$ cat config.mk
export PLATFORM = sky130hd
export DESIGN_NAME = apb_req_arbiter
export DESIGN_NICKNAME = d
export VERILOG_FILES = /design/src/rtl/apb_req_arbiter_pkg.sv /design/src/rtl/apb_req_arbiter_rr.sv /design/src/rtl/apb_req_arbiter.sv
export SDC_FILE = /design/constraint.sdc
export NUM_CORES = 1
export LEC_CHECK = 0
export CAP_MARGIN = 30
export CORE_MARGIN = 8
export CORE_UTILIZATION = 34
export DETAILED_ROUTE_END_ITERATION = 8
export PLACE_DENSITY = 0.78
export SLEW_MARGIN = 20
export SYNTH_ARGS = -nofsm -noshare
export SYNTH_HDL_FRONTEND = slang
export SYNTH_SLANG_ARGS = --single-unit
$ cat constraint.sdc
create_clock -name pclk -period 2.69 [get_ports pclk]
set_input_delay 0.807 -clock pclk [delete_from_list [all_inputs] [get_ports pclk]]
set_output_delay 0.807 -clock pclk [all_outputs]
set_load 0.005 [all_outputs]
$ cat src/rtl/apb_req_arbiter_pkg.sv
// Shared APB front-end definitions: default bus widths and the arbiter FSM encoding.
package apb_defs;

  localparam int NUM_REQ_DEF = 4;
  localparam int ADDR_W_DEF  = 9;
  localparam int DATA_W_DEF  = 8;

  typedef enum logic [1:0] {
    ST_IDLE  = 2'd0,
    ST_ISSUE = 2'd1,
    ST_WAIT  = 2'd2,
    ST_RESP  = 2'd3
  } arb_state_e;

endpackage

$ cat src/rtl/apb_req_arbiter_rr.sv
// Combinational round-robin pick: first set request at or after ptr_i, wrapping.
// Zero latency; no backpressure of its own, the caller decides when a grant is used.
module rr_arbiter #(
  parameter int NUM_REQ = 4,
  parameter int ID_W    = $clog2(NUM_REQ)
) (
  input  logic [NUM_REQ-1:0] req_i,
  input  logic [ID_W-1:0]    ptr_i,
  output logic [NUM_REQ-1:0] gnt_o,
  output logic [ID_W-1:0]    win_o,
  output logic               any_o
);

  int idx;

  always_comb begin
    gnt_o = '0;
    win_o = '0;
    any_o = 1'b0;
    idx   = 0;
    for (int k = 0; k < NUM_REQ; k++) begin
      idx = int'(ptr_i) + k;
      if (idx >= NUM_REQ) idx = idx - NUM_REQ;
      if (!any_o && req_i[idx]) begin
        any_o = 1'b1;
        win_o = idx[ID_W-1:0];
      end
    end
    gnt_o[win_o] = any_o;
  end

endmodule

$ cat src/rtl/apb_req_arbiter.sv
// Round-robin front end sharing one APB master between NUM_REQ requesters, one command in flight.
// Accept->rsp is 4 cycles plus bus wait states; req_ready is only offered in IDLE.
module apb_req_arbiter
  import apb_defs::*;
#(
  parameter int NUM_REQ = NUM_REQ_DEF,
  parameter int ADDR_W  = ADDR_W_DEF,
  parameter int DATA_W  = DATA_W_DEF
) (
  input  logic                         pclk,
  input  logic                         presetn,
  input  logic [NUM_REQ-1:0]           req_valid,
  output logic [NUM_REQ-1:0]           req_ready,
  input  logic [NUM_REQ-1:0]           req_write,
  input  logic [NUM_REQ*ADDR_W-1:0]    req_addr,
  input  logic [NUM_REQ*DATA_W-1:0]    req_wdata,
  output logic                         rsp_valid,
  output logic [$clog2(NUM_REQ)-1:0]   rsp_id,
  output logic [DATA_W-1:0]            rsp_rdata,
  output logic                         rsp_err,
  output logic                         busy,
  output logic                         m_transfer,
  output logic                         m_read,
  output logic                         m_write,
  output logic [ADDR_W-1:0]            m_read_paddr,
  output logic [ADDR_W-1:0]            m_write_paddr,
  output logic [DATA_W-1:0]            m_write_data,
  input  logic                         penable,
  input  logic                         pready,
  input  logic                         pslverr,
  input  logic [DATA_W-1:0]            prdata
);

  localparam int ID_W = $clog2(NUM_REQ);

  arb_state_e          state_q, state_d;
  logic [ID_W-1:0]     ptr_q, ptr_d;
  logic [ID_W-1:0]     id_q, id_d;
  logic                wr_q, wr_d;
  logic [ADDR_W-1:0]   addr_q, addr_d;
  logic [DATA_W-1:0]   wdata_q, wdata_d;
  logic [DATA_W-1:0]   rdata_q, rdata_d;
  logic                err_q, err_d;

  logic [NUM_REQ-1:0]  gnt;
  logic [ID_W-1:0]     win;
  logic                any_req;
  logic                drive;

  rr_arbiter #(
    .NUM_REQ (NUM_REQ),
    .ID_W    (ID_W)
  ) u_rr (
    .req_i   (req_valid),
    .ptr_i   (ptr_q),
    .gnt_o   (gnt),
    .win_o   (win),
    .any_o   (any_req)
  );

  always_comb begin
    state_d   = state_q;
    ptr_d     = ptr_q;
    id_d      = id_q;
    wr_d      = wr_q;
    addr_d    = addr_q;
    wdata_d   = wdata_q;
    rdata_d   = rdata_q;
    err_d     = err_q;
    req_ready = '0;
    case (state_q)
      ST_IDLE: begin
        // Gated by presetn so a requester is never told it was accepted while reset holds us.
        if (any_req && presetn) begin
          req_ready = gnt;
          id_d      = win;
          wr_d      = req_write[win];
          addr_d    = req_addr[int'(win)*ADDR_W +: ADDR_W];
          wdata_d   = req_wdata[int'(win)*DATA_W +: DATA_W];
          state_d   = ST_ISSUE;
        end
      end
      ST_ISSUE: state_d = ST_WAIT;
      ST_WAIT: begin
        if (penable && pready) begin
          rdata_d = wr_q ? '0 : prdata;
          err_d   = pslverr;
          state_d = ST_RESP;
        end
      end
      ST_RESP: begin
        ptr_d   = (id_q == ID_W'(NUM_REQ - 1)) ? '0 : id_q + 1'b1;
        state_d = ST_IDLE;
      end
      default: state_d = ST_IDLE;
    endcase
  end

  always_ff @(posedge pclk) begin
    if (!presetn) begin
      state_q <= ST_IDLE;
      ptr_q   <= '0;
      id_q    <= '0;
      wr_q    <= 1'b0;
      addr_q  <= '0;
      wdata_q <= '0;
      rdata_q <= '0;
      err_q   <= 1'b0;
    end else begin
      state_q <= state_d;
      ptr_q   <= ptr_d;
      id_q    <= id_d;
      wr_q    <= wr_d;
      addr_q  <= addr_d;
      wdata_q <= wdata_d;
      rdata_q <= rdata_d;
      err_q   <= err_d;
    end
  end

  assign drive         = (state_q == ST_ISSUE) || (state_q == ST_WAIT);
  assign busy          = (state_q != ST_IDLE);
  assign m_transfer    = (state_q == ST_ISSUE);
  assign m_write       = drive &  wr_q;
  assign m_read        = drive & ~wr_q;
  assign m_write_paddr = m_write ? addr_q  : '0;
  assign m_read_paddr  = m_read  ? addr_q  : '0;
  assign m_write_data  = m_write ? wdata_q : '0;

  assign rsp_valid     = (state_q == ST_RESP);
  assign rsp_id        = rsp_valid ? id_q    : '0;
  assign rsp_rdata     = rsp_valid ? rdata_q : '0;
  assign rsp_err       = rsp_valid & err_q;

endmodule

* After elaboration in Yosys (flattened, before gate mapping)
Cells that the tools add are included.
** Cells by class
- Reductions and logical operators :: 15
- $lt $le $gt $ge :: 10
- Bitwise logic cells :: 5
- Muxes and demuxes :: 40
- Shift operators :: 2
- Multiply operators :: 1
- Eq/ne operators :: 6
- Add/subtract/negate cells :: 8
** Operators by type and width (number)
- 32-bit by 4-bit less-than comparator with 1-bit output (second input constant) :: 4
- 32-bit 2-to-1 mux :: 4
- 32-bit by 4-bit greater-or-equal comparator with 1-bit output (second input constant) :: 3
- 32-bit by 4-bit subtractor with 32-bit output (second input constant) :: 3
- 36-bit by 7-bit variable part select with 9-bit output :: 1
- 32-bit by 6-bit variable part select with 8-bit output :: 1
- 8-bit 2-to-1 mux :: 3
- 9-bit 2-to-1 mux :: 2
- 2-bit 2-to-1 mux :: 8
- 1-bit 2-to-1 mux :: 14
- 1-bit binary-select mux with 2-bit select :: 5
- 4-bit 2-to-1 mux :: 2
- 2-bit one-hot mux with 4 select lines :: 1
- 2-bit by 2-bit adder with 3-bit output (second input constant) :: 2
- 2-bit == test (second input constant) :: 3
- 1-bit logical AND :: 6
- 2-bit by 4-bit multiplier with 6-bit output (second input constant) :: 1
- 2-bit AND reduction :: 3
- 4-bit AND :: 1
- 2-bit != test (second input constant) :: 2
- 2-bit by 3-bit subtractor with 4-bit output (second input constant) :: 1
- 2-bit by 1-bit adder with 3-bit output (second input constant) :: 1
- 1-bit AND :: 3
- 2-bit by 3-bit greater-or-equal comparator with 1-bit output (second input constant) :: 1
- 10 further kinds :: 12
** Word-level totals
- Output and inout bits :: 46
- Word-level logic and storage cells :: 95
- Register bits :: 33
- Bits of input ports :: 89

* Depth between registers and ports, before layout
- Depth in word-level cells :: 22
- Depth in mapped cells :: 8
- Mapped depth without buffers :: 7

* Cells and area by module
Synthesis repeated with hierarchy kept, for this count alone.
** Unflattened totals
- Cells, all modules :: 259
- Area, all modules :: 2280.9 µm²
** By module, submodules not included
- apb_req_arbiter :: cells an instance 227, sequential area each 660.6 µm², times used 1, area each 2098.3 µm²
- rr_arbiter :: cells an instance 32, sequential area each 0.0 µm², times used 1, area each 182.7 µm²

* Worst setup path before layout
No wires, ideal clock.
- Kind :: in2out
- Start :: in req_valid[1]
- End :: out req_ready[0]
- Arrival :: 1869 ps
- Cell stages on the path :: 6
- Path buffers :: 1
- Slack :: 14 ps
- Required time :: 1883 ps
- Path through :: nor4_2 > nor2_2 > nand2_2 > nor2b_1 > clkbuf_1 > and2_1
** On the way
- Longest elaborated chain between the ends :: 20
- Elaborated cells on any way between the ends :: 35
- Classes of those cells :: order compare: 2; mux: 24; bitwise: 1; reduce/logical: 8
** RTL lines
- from (decl) :: RTL line apb_req_arbiter.sv:12 : input logic [NUM_REQ-1:0] req_valid,
- 1-bit binary-select mux with 2-bit select :: RTL line apb_req_arbiter_rr.sv:24 : if (!any_o && req_i[idx]) begin
- 1-bit 2-to-1 mux (implied by the code) (2 in a row) :: RTL line apb_req_arbiter_rr.sv:24
- 1-bit 2-to-1 mux :: RTL line apb_req_arbiter_rr.sv:24
- 1-bit logical NOT :: RTL line apb_req_arbiter_rr.sv:24
- 1-bit logical AND :: RTL line apb_req_arbiter_rr.sv:24
- 1-bit 2-to-1 mux :: RTL line apb_req_arbiter_rr.sv:24
- 1-bit logical NOT :: RTL line apb_req_arbiter_rr.sv:24
- 1-bit logical AND :: RTL line apb_req_arbiter_rr.sv:24
- [... 3 more ...]
- 2-bit 2-to-1 mux :: RTL line apb_req_arbiter_rr.sv:24
- 2-bit by 3-bit less-than comparator with 1-bit output (implied by the code) / 2-bit by 1-bit greater-or-equal comparator with 1-bit output (equally long branches) :: RTL line apb_req_arbiter_rr.sv:29 : gnt_o[win_o] = any_o;
- 1-bit logical AND (implied by the code) :: RTL line apb_req_arbiter_rr.sv:29
- 1-bit 2-to-1 mux (implied by the code) :: RTL line apb_req_arbiter_rr.sv:29
- 1-bit demux with 2-bit select
- 4-bit AND (no source line)
- 4-bit 2-to-1 mux (*) :: RTL line apb_req_arbiter.sv:74 : if (any_req && presetn) begin
- 4-bit 2-to-1 mux (*) :: RTL line apb_req_arbiter.sv:71 : case (state_q)
- to (decl) :: RTL line apb_req_arbiter.sv:13 : output logic [NUM_REQ-1:0] req_ready,
Every way passes the cells marked *; elsewhere a longest branch is shown, timed or not. The select of a mux whose other input is x is not followed.

* Final worst setup path
- Start :: in req_valid[0]
- End :: out req_ready[2]
The elaborated chain is that of the path after synthesis.

==> impl_metrics.env <==
export IMPL_grt_pass1_vias=2599
export IMPL_yosysSeqAreaShare=0.300
export IMPL_synthTopCellsByArea="dfxtp_1, mux2i_1, and2_1"
export IMPL_p_per_area_nw_per_um2=629
export IMPL_clk_path_buf_depth=2
export IMPL_crit_fanout=5
export IMPL_ys_types=37
export IMPL_synthArstFlopShare=0
export IMPL_cts_tree="done"
export IMPL_synth_top_area_frac=0.300
export IMPL_finalWeightedCongestion=0.790
export IMPL_vias_per_cell=4.99
export IMPL_crit_required_ns=1.88
export IMPL_antenna_left=0
export IMPL_layout_setup_ws_ns=0.0241
export IMPL_synthesis_nets=353
export IMPL_drtIter0Drc=71
export IMPL_area_growth_pct=81.1
export IMPL_critPathKind="input port to output port"
export IMPL_nets=511
export IMPL_power_mw=2.51
export IMPL_grt_remaining_overflow=0
export IMPL_die_width_um=96.5
export IMPL_power_leakage_nw=1.71
export IMPL_drive_gt1_frac=0.179
export IMPL_vias=2469
export IMPL_rsz0062_at_grt="true"
export IMPL_cts_root_buf="clkbuf_8"
export IMPL_clk_insertion_delay_late_ns=0.28
export IMPL_slowest_stage="or2_4"
export IMPL_std_cell_rows=29
export IMPL_dr_pass1_iters=7
export IMPL_ys_flop_type="dfxtp_1"
export IMPL_path_buf_inv=3
export IMPL_die_area_um2=9310
export IMPL_dp_slack_ns=-0.805
export IMPL_crit_chain="buf_12 > a21oi_4 > o21ai_2 > o2bb2ai_2 > buf_4 > or2_4 > nor2b_1 > buf_2"
export IMPL_grt_first_pass_wirelength_mm=12.3
export IMPL_r2r_slack_ns=0.46
export IMPL_h_tree_depth=2
export IMPL_synth_enable_flop_cells=0
export IMPL_start_util=0.349
export IMPL_wire_per_inst_um=16.3
export IMPL_setup_worst_path_end_class="output port"
export IMPL_peakVddDrop_mv=0.377
export IMPL_maxCapViolCount=0
export IMPL_hpwl_mm=6.27
export IMPL_n_antenna_cell=0
export IMPL_fin_util=0.632
export IMPL_drcViolationCount=0
export IMPL_grt_max_degree=29
export IMPL_worstMarginPinSlew_ns=0.511
export IMPL_syn_area_um2=2200
export IMPL_wl_met3_um=838
export IMPL_syn_avg_cell_area_um2=8.51
export IMPL_synth_seq_cells=33
export IMPL_cts_made_buffers=5
export IMPL_start_kind="input port"
export IMPL_wl_met2_mm=4.03
export IMPL_antenna_found_initial=0
export IMPL_synthTopCellsByCount="dfxtp_1, nand2_1, and2_1"
export IMPL_die_h_um=96.5
export IMPL_final_max_slew_viol_count=0
export IMPL_synth_most_common_cell="dfxtp_1"
export IMPL_outcome="completed"
export IMPL_slew_headroom=0.650
export IMPL_cts_sinks=33
export IMPL_met1Wirelength_mm=3.09
export IMPL_pin_count=135
export IMPL_ys_warn_count=0
export IMPL_yosys_area_top_type="dfxtp_1"
export IMPL_finalHoldViolCount=0
export IMPL_syn_inst=259
export IMPL_setup_viol=0
export IMPL_core_um2=6310
export IMPL_grtUsageTotal=0.167
export IMPL_critPathMaxStageDelay_ns=0.24
export IMPL_post_route_period_util=0.991
export IMPL_critPathArrivalTime_ns=1.86
export IMPL_port_buffers=134
export IMPL_post_route_min_period_ns=2.67
export IMPL_dr_max_layer_used="met4"
export IMPL_hp_class="flip-flop to flip-flop"
export IMPL_holdBufCountCts=0
export IMPL_cpLargestDelayFamily="buffers and inverters"
export IMPL_max_freq_mhz=375
export IMPL_wl_mm=8.07
export IMPL_fin_skew_ns=0.00611
export IMPL_clkSlewWorstSetupHoldPaths_ns=0.06
## path summary, 6_finish.rpt
check | from | to | cells after the start
hold / removal | wdata_q[6] | wdata_q[6] | 2
setup reg to reg | ptr_q[1] | addr_q[8] | 7
hold reg to reg | wdata_q[6] | wdata_q[6] | 2
setup / recovery | req_valid[0] | req_ready[2] | 8
## flip-flops by register name, summed over array words and instances, names as in the netlist
signal / cells
addr_q: 9
id_q: 2
state_q: 2
err_q: 1
wdata_q: 8
rdata_q: 8
ptr_q: 2
wr_q: 1
## area by class of cell
cell class / instances / area, µm²
fill: 578 / 2320
multi-input combinational: 200 / 1490
timing repair buffer: 172 / 1650
clock buffer: 8 / 80.1
sequential: 33 / 663
inverter: 5 / 18.8
tap: 77 / 96.3
## metal layers
layer,vias to the layer above,GRT usage
met1,1122,0.177
met5,-,0
met4,0,0.0492
met2,89,0.290
li1,1249,-
met3,9,0.0788
## worst reg2reg max path, delay by kind of cell (launching register included)
kind	cells	cell delay, ns
AO/OA/AOI/OAI	3	0.60
AND/OR/NAND/NOR	1	0.32
multiplexers	1	0.34
buffers and inverters	2	0.38
flip-flops	1	0.51
## where the power goes
group,internal (mW),total (mW),switching (mW),leakage [nW]
clock network,0.184,0.355,0.171,0.0395
logic,0.773,1.46,0.684,1.40
registers,0.623,0.699,0.0762,0.272
## kinds of logic after synthesis
kind of cell | after synthesis | synth area share
simple gates | 108 | 0.278
compound gates | 63 | 0.223
flops | 33 | 0.300
buf+inv | 26 | 0.0613
mux | 24 | 0.110
fa+ha+maj | 5 | 0.0284
## per-stage QoR
stage / hold WS [ns] / TNS [ns] / std cells / area [µm²]
after CTS: 0.465 / 0 / 491 / 3930
after detailed placement: 0.444 / -5.57 / 478 / 3770
final: 0.469 / 0 / 495 / 3990
after global placement: 0.436 / -4.15 / 478 / 3770
after floorplan: 0.424 / 0 / 259 / 2200
after global routing: 0.489 / -0.0926 / 495 / 3990
## cells in the final DEF (no fill, tap or decap), types with 2 or more instances in the layout
master,n
and2_1,26
nand2_1,29
buf_6,5
buf_12,3
inv_2,3
o21ai_2,2
dfxtp_1,31
nand2b_1,2
a21boi_1,2
a21oi_1,10
o21ai_1,2
a311oi_1,8
a2111oi_0,6
mux2i_1,23
clkbuf_1,3
clkdlybuf4s50_1,115
nor2_1,3
ha_1,3
o221ai_1,10
o21ai_0,8
nor2b_1,13
dlygate4sd2_1,10
dfxtp_2,2
a21boi_0,7
and3_1,17
clkbuf_8,5
buf_4,31
nor2_2,2
inv_1,2
buf_2,6
a2111oi_4,2
nor3b_1,8
## what timing repair did
item	4_1_cts	5_1_grt
setup buffers	5	4
resized for setup	64	15
setup endpoints to repair	35	31
cloned	1	0
pin swaps	9	6
(Power assumes the default switching activity.)
